===== src/rtl/tenthirty_ctrl.sv =====
// tenthirty_ctrl: round sequencer for the ten-and-a-half card game.
//   clk, rst_n              clock, asynchronous active-low reset
//   start, hit, stay        one-cycle command pulses from the button front end
//   number                  card from the deck LUT, valid the cycle after pip (0 = deck empty)
//   pip                     registered one-cycle card request to the LUT
//   player_pts, dealer_pts  hand scores in half-points
//   player_cnt, dealer_cnt  cards held per hand
//   turn                    waiting for player hit/stay
//   done, result            round finished; 0 none, 1 player, 2 dealer, 3 tie, 4 abort
module tenthirty_ctrl #(
    parameter int MAX_CARDS    = 5,
    parameter int DEALER_STAND = 14,
    parameter int BUST_LIMIT   = 21
) (
    input  logic       clk,
    input  logic       rst_n,
    input  logic       start,
    input  logic       hit,
    input  logic       stay,
    input  logic [3:0] number,
    output logic       pip,
    output logic [5:0] player_pts,
    output logic [5:0] dealer_pts,
    output logic [2:0] player_cnt,
    output logic [2:0] dealer_cnt,
    output logic       turn,
    output logic       done,
    output logic [2:0] result
);
    typedef enum logic [3:0] {
        IDLE, P0_REQ, P0_CAP, D0_REQ, D0_CAP, PLAYER, PH_REQ, PH_CAP,
        DLR, DH_REQ, DH_CAP, JUDGE, DONE
    } state_t;
    localparam logic [5:0] BUST  = 6'(BUST_LIMIT);
    localparam logic [5:0] STAND = 6'(DEALER_STAND);
    localparam logic [2:0] MAXC  = 3'(MAX_CARDS);
    localparam logic [2:0] R_NONE = 3'd0, R_PLAYER = 3'd1, R_DEALER = 3'd2, R_TIE = 3'd3, R_ABORT = 3'd4;
    state_t     state_q, state_d;
    logic       pip_q, pip_d;
    logic [5:0] ppts_q, ppts_d, dpts_q, dpts_d, card_v, ppts_sum, dpts_sum;
    logic [2:0] pcnt_q, pcnt_d, dcnt_q, dcnt_d, pcnt_inc, dcnt_inc;
    logic [2:0] result_q, result_d, verdict_q, verdict_d;
    logic       cap_empty;
    // Face cards are worth half a point; number cards their face value.
    assign card_v    = number == 4'd0 ? 6'd0 : number <= 4'd10 ? {1'b0, number, 1'b0} : 6'd1;
    assign ppts_sum  = ppts_q + card_v;
    assign dpts_sum  = dpts_q + card_v;
    assign pcnt_inc  = pcnt_q + 3'd1;
    assign dcnt_inc  = dcnt_q + 3'd1;
    assign cap_empty = (state_q inside {P0_CAP, D0_CAP, PH_CAP, DH_CAP}) && number == 4'd0;
    always_comb begin
        state_d   = state_q;
        ppts_d    = ppts_q;
        dpts_d    = dpts_q;
        pcnt_d    = pcnt_q;
        dcnt_d    = dcnt_q;
        result_d  = result_q;
        verdict_d = verdict_q;
        if (cap_empty) begin
            state_d  = DONE;
            result_d = R_ABORT;
        end else begin
            case (state_q)
                IDLE, DONE: if (start) begin
                    state_d   = P0_REQ;
                    ppts_d    = 6'd0;
                    dpts_d    = 6'd0;
                    pcnt_d    = 3'd0;
                    dcnt_d    = 3'd0;
                    result_d  = R_NONE;
                    verdict_d = R_NONE;
                end
                P0_REQ: state_d = P0_CAP;
                P0_CAP: begin
                    ppts_d  = ppts_sum;
                    pcnt_d  = pcnt_inc;
                    state_d = D0_REQ;
                end
                D0_REQ: state_d = D0_CAP;
                D0_CAP: begin
                    dpts_d  = dpts_sum;
                    dcnt_d  = dcnt_inc;
                    state_d = PLAYER;
                end
                PLAYER: state_d = stay ? DLR : hit ? PH_REQ : PLAYER;
                PH_REQ: state_d = PH_CAP;
                PH_CAP: begin
                    ppts_d    = ppts_sum;
                    pcnt_d    = pcnt_inc;
                    state_d   = (ppts_sum > BUST || pcnt_inc == MAXC) ? JUDGE : PLAYER;
                    verdict_d = ppts_sum > BUST ? R_DEALER : pcnt_inc == MAXC ? R_PLAYER : R_NONE;
                end
                DLR: state_d = (dpts_q < STAND && dcnt_q < MAXC) ? DH_REQ : JUDGE;
                DH_REQ: state_d = DH_CAP;
                DH_CAP: begin
                    dpts_d    = dpts_sum;
                    dcnt_d    = dcnt_inc;
                    state_d   = dpts_sum > BUST ? JUDGE : DLR;
                    verdict_d = dpts_sum > BUST ? R_PLAYER : R_NONE;
                end
                // A verdict left by a bust or a full hand overrides the score compare.
                JUDGE: begin
                    state_d  = DONE;
                    result_d = verdict_q != R_NONE ? verdict_q :
                               ppts_q > dpts_q ? R_PLAYER : ppts_q < dpts_q ? R_DEALER : R_TIE;
                end
                default: state_d = IDLE;
            endcase
        end
        // Every REQ is followed by a CAP, so pip can never be high two cycles running.
        pip_d = state_d inside {P0_REQ, D0_REQ, PH_REQ, DH_REQ};
    end
    always_ff @(posedge clk or negedge rst_n) begin
        if (!rst_n) begin
            state_q   <= IDLE;
            pip_q     <= 1'b0;
            ppts_q    <= 6'd0;
            dpts_q    <= 6'd0;
            pcnt_q    <= 3'd0;
            dcnt_q    <= 3'd0;
            result_q  <= R_NONE;
            verdict_q <= R_NONE;
        end else begin
            state_q   <= state_d;
            pip_q     <= pip_d;
            ppts_q    <= ppts_d;
            dpts_q    <= dpts_d;
            pcnt_q    <= pcnt_d;
            dcnt_q    <= dcnt_d;
            result_q  <= result_d;
            verdict_q <= verdict_d;
        end
    end
    assign pip        = pip_q;
    assign player_pts = ppts_q;
    assign dealer_pts = dpts_q;
    assign player_cnt = pcnt_q;
    assign dealer_cnt = dcnt_q;
    assign turn       = state_q == PLAYER;
    assign done       = state_q == DONE;
    assign result     = result_q;
endmodule

===== config.mk =====
export PLATFORM = sky130hd
export DESIGN_NAME = tenthirty_ctrl
export DESIGN_NICKNAME = d
export VERILOG_FILES = /design/src/rtl/tenthirty_ctrl.sv
export SDC_FILE = /design/constraint.sdc
export NUM_CORES = 1
export LEC_CHECK = 0
export CELL_PAD_IN_SITES_DETAIL_PLACEMENT = 1
export CELL_PAD_IN_SITES_GLOBAL_PLACEMENT = 2
export CORE_MARGIN = 3
export CORE_UTILIZATION = 31
export CTS_BUF_LIST = sky130_fd_sc_hd__clkbuf_8
export CTS_CLUSTER_DIAMETER = 150
export DETAILED_ROUTE_END_ITERATION = 8
export PLACE_DENSITY_LB_ADDON = 0.1
export SYNTH_ARGS = -nofsm -noshare
export SYNTH_HDL_FRONTEND = slang
export SYNTH_SLANG_ARGS = --single-unit

===== constraint.sdc =====
create_clock -name clk -period 2.37 [get_ports clk]
set_clock_uncertainty 0.05 [all_clocks]
set_input_delay 0.474 -clock clk [delete_from_list [all_inputs] [get_ports clk]]
set_output_delay 0.474 -clock clk [all_outputs]
set_load 0.03 [all_outputs]

==> out/results.ini <==
[cts]
root_buffer=clkbuf_8
cts_sinks=28
cts_buffers=3
clock_latency_ps=290
cts_hold_buf=0
clkTransAtPathRegs_ps=120
h-tree-depth=1
cts_tree=yes
cts.path.max_buffers=2

[pwr]
power.leakage_nw=1.55
fin_total_pwr_mw=4.39
powerDensity_mw_per_mm2=1270
ir_drop_uv=451

[synthesis]
synthesis.area_mm2=0.00224
synthesis.nets=293
netlist_instances=263
synth_top_area_frac=0.312
synth_seq_cells=28
synth_ff_type=dfrtp_1
yosysUniqueCellTypes=58
synth_area_leaders=dfrtp_1, ha_1, nor2_1
synthArstFlopShare=1.00
ys_warn_count=0
yosysTopAreaCell=dfrtp_1
yosysSeqAreaShare=0.312
synthTopCellsByCount=nor2_1, dfrtp_1, o21ai_0
synth.avg_cell_area_um2=8.53
synth_edf_count=0
yosysMostFrequentCell=nor2_1

[layout]
final_core_util=0.501
finalNetCount=390
final_area_mm2=0.00346
diodes=0
fin_cells=455
layout-drive-gt1-share=0.329
fill_cells=833
area_growth_pct=54.3

[flow_run]
maxCapViolCount=0

[placement]
dp.cells=441
routabilityCongestion=0.825
preCtsSetupSlack_ps=-1050
port_buffers=32
placed_area_mm2=0.00315
hpwlAfterDp_mm=5.63

[sta]
drv_slew=0
slew_headroom=0.694
setup_viol=5
tightest_slew_ps=455
hold_ws_ps=472
rsz0062_at_grt=true
hold_viol_final=0
setup_slack_ps=-335
fin_crit_sh=1.14
tns_ps=-1180
finalCriticalPeriod_ps=2710
fmax_mhz=370

[floorplanning]
die_y_um=91.1
pin_count=33
core_area_mm2=0.00691
die_w_um=91.1
start_util=0.325
core.rowCount=30
die_area_mm2=0.00829

[detailed_routing]
vias_per_cell=5.15
wirelength_mm=7.50
drtIter0Drc=86
drc=0
vias=2344
firstDrtPassIters=4
wl_per_cell_um=16.5
ant_nets=0

[critical_path]
worstSetupPathType=primary input to flop
critPathBufInv=2
cp-end-kind=flop
crit_chain=buf_8, a21oi_4, nand2b_4, nand2_4, fa_1, buf_4, nor3_2, a2111oi_4, a211oi_2, o31ai_4, a21oi_2, mux2i_1, a21oi_1
required_ps=2480
cpPeakStageDelay_ps=580
cpLargestDelayFamily=compound AO/OA/AOI/OAI gates
start_kind=primary input
arrival_ps=2820
slowest_stage=fa_1
crit_path_max_fanout=3

[outcome]
status=finished, violations left
violations=setup timing

[global_routing]
grt_pass1_wl_mm=12.4
grt_pass1_vias=2488
grt_max_degree=29
antenna_found_initial=0
grt_overflow=0
grt_use_total=0.183

[hold_path]
min_path_type=flop to flop

-- worst reg2reg max path, stage by stage, from the launching register on --
cell	delay (ps)
dfrtp_1	420
ha_4	160
inv_2	30
fa_1	510
buf_4	130
nor3_2	40
a2111oi_4	330
a211oi_2	150
o31ai_4	320
a21oi_2	100
mux2i_1	150
a21oi_1	60
-- final cells by class --
class                           instances  area [um^2]  area share
Clock buffer                            3         41.3      0.0119
Clock inverter                          1         30.0     0.00868
Inverter                               19         73.8      0.0213
Multi-Input combinational cell        207         1640       0.474
Sequential cell                        28          701       0.202
Tap cell                               96          120      0.0347
Timing Repair Buffer                  101          853       0.247
-- kinds of logic after synthesis --
kind of cell | Yosys count | synth area share
AO/OA/AOI/OAI | 81 | 0.258
XOR/XNOR | 6 | 0.0234
AND/OR/NAND/NOR | 95 | 0.214
flip-flops | 28 | 0.312
adder cells (fa/ha/maj) | 21 | 0.124
buffers and inverters | 28 | 0.0496
multiplexers | 4 | 0.0184
-- worst paths after layout --
| check | endpoint | startpoint | cells after the start | slack [ps] |
|---|---|---|---|---|
| max | pip | number[1] | 13 | -340 |
| min | result[2] | result[2] | 1 | 470 |
| max reg2reg | pip | dealer_pts[0] | 11 | -200 |
| min reg2reg | result[2] | result[2] | 1 | 470 |
| max in group asynchronous | dealer_cnt[1] | rst_n | 2 | 1440 |
| min in group asynchronous | player_cnt[2] | rst_n | 2 | 520 |
-- registers in the layout, indices dropped and copies added, names as in the netlist --
| register | count |
|---|---|
| player_pts | 6 |
| dealer_pts | 6 |
| verdict_q | 2 |
| pip | 1 |
| player_cnt | 3 |
| result | 3 |
| state_q | 4 |
| dealer_cnt | 3 |
-- timing repair --
| action | CTS | global route |
|---|---|---|
| setup buffers | 6 | 4 |
| gates resized for setup | 45 | 16 |
| setup endpoints to repair | 14 | 9 |
| pin swaps | 16 | 18 |
-- per-layer routing --
metal	global-route usage	part of all wire	wire length, um	vias to the layer above
met1	0.236	0.46	3430	1171
met3	0.0149	0.015	113	8
met2	0.324	0.51	3810	32
li1	-	-	-	1133
met4	0.0528	0.019	142	0
met5	0	0	0	-
-- cells in the final DEF, fill, tap and decap left out, drive strengths merged, types with 2 or more instances in the layout --
master / netlist / layout
nand3: 4 / 4
and2: 2 / 2
nand2b: 11 / 11
nor3b: 2 / 2
fa: 2 / 2
nor3: 3 / 3
o21ai: 22 / 22
clkdlybuf4s50: 0 / 26
a31oi: 2 / 2
or2: 3 / 3
ha: 19 / 19
dfrtp: 28 / 28
nand2: 19 / 19
buf: 5 / 73
nor2: 30 / 30
nor2b: 10 / 10
a211oi: 5 / 5
clkbuf: 4 / 3
or3: 3 / 3
a21oi: 14 / 14
a22oi: 3 / 3
xor2: 3 / 3
o21bai: 2 / 2
a22o: 9 / 9
mux2i: 3 / 3
o211ai: 3 / 3
a21o: 5 / 5
xnor2: 3 / 3
inv: 19 / 19
nand4: 2 / 2
o31ai: 2 / 2
-- report_power, final --
group | total (mW) | switching (mW) | internal, mW
combinational | 3.12 | 1.62 | 1.50
sequential | 0.868 | 0.204 | 0.664
clock | 0.401 | 0.174 | 0.227
total | 4.39 | 2.00 | 2.39
(Power assumes the default switching activity.)
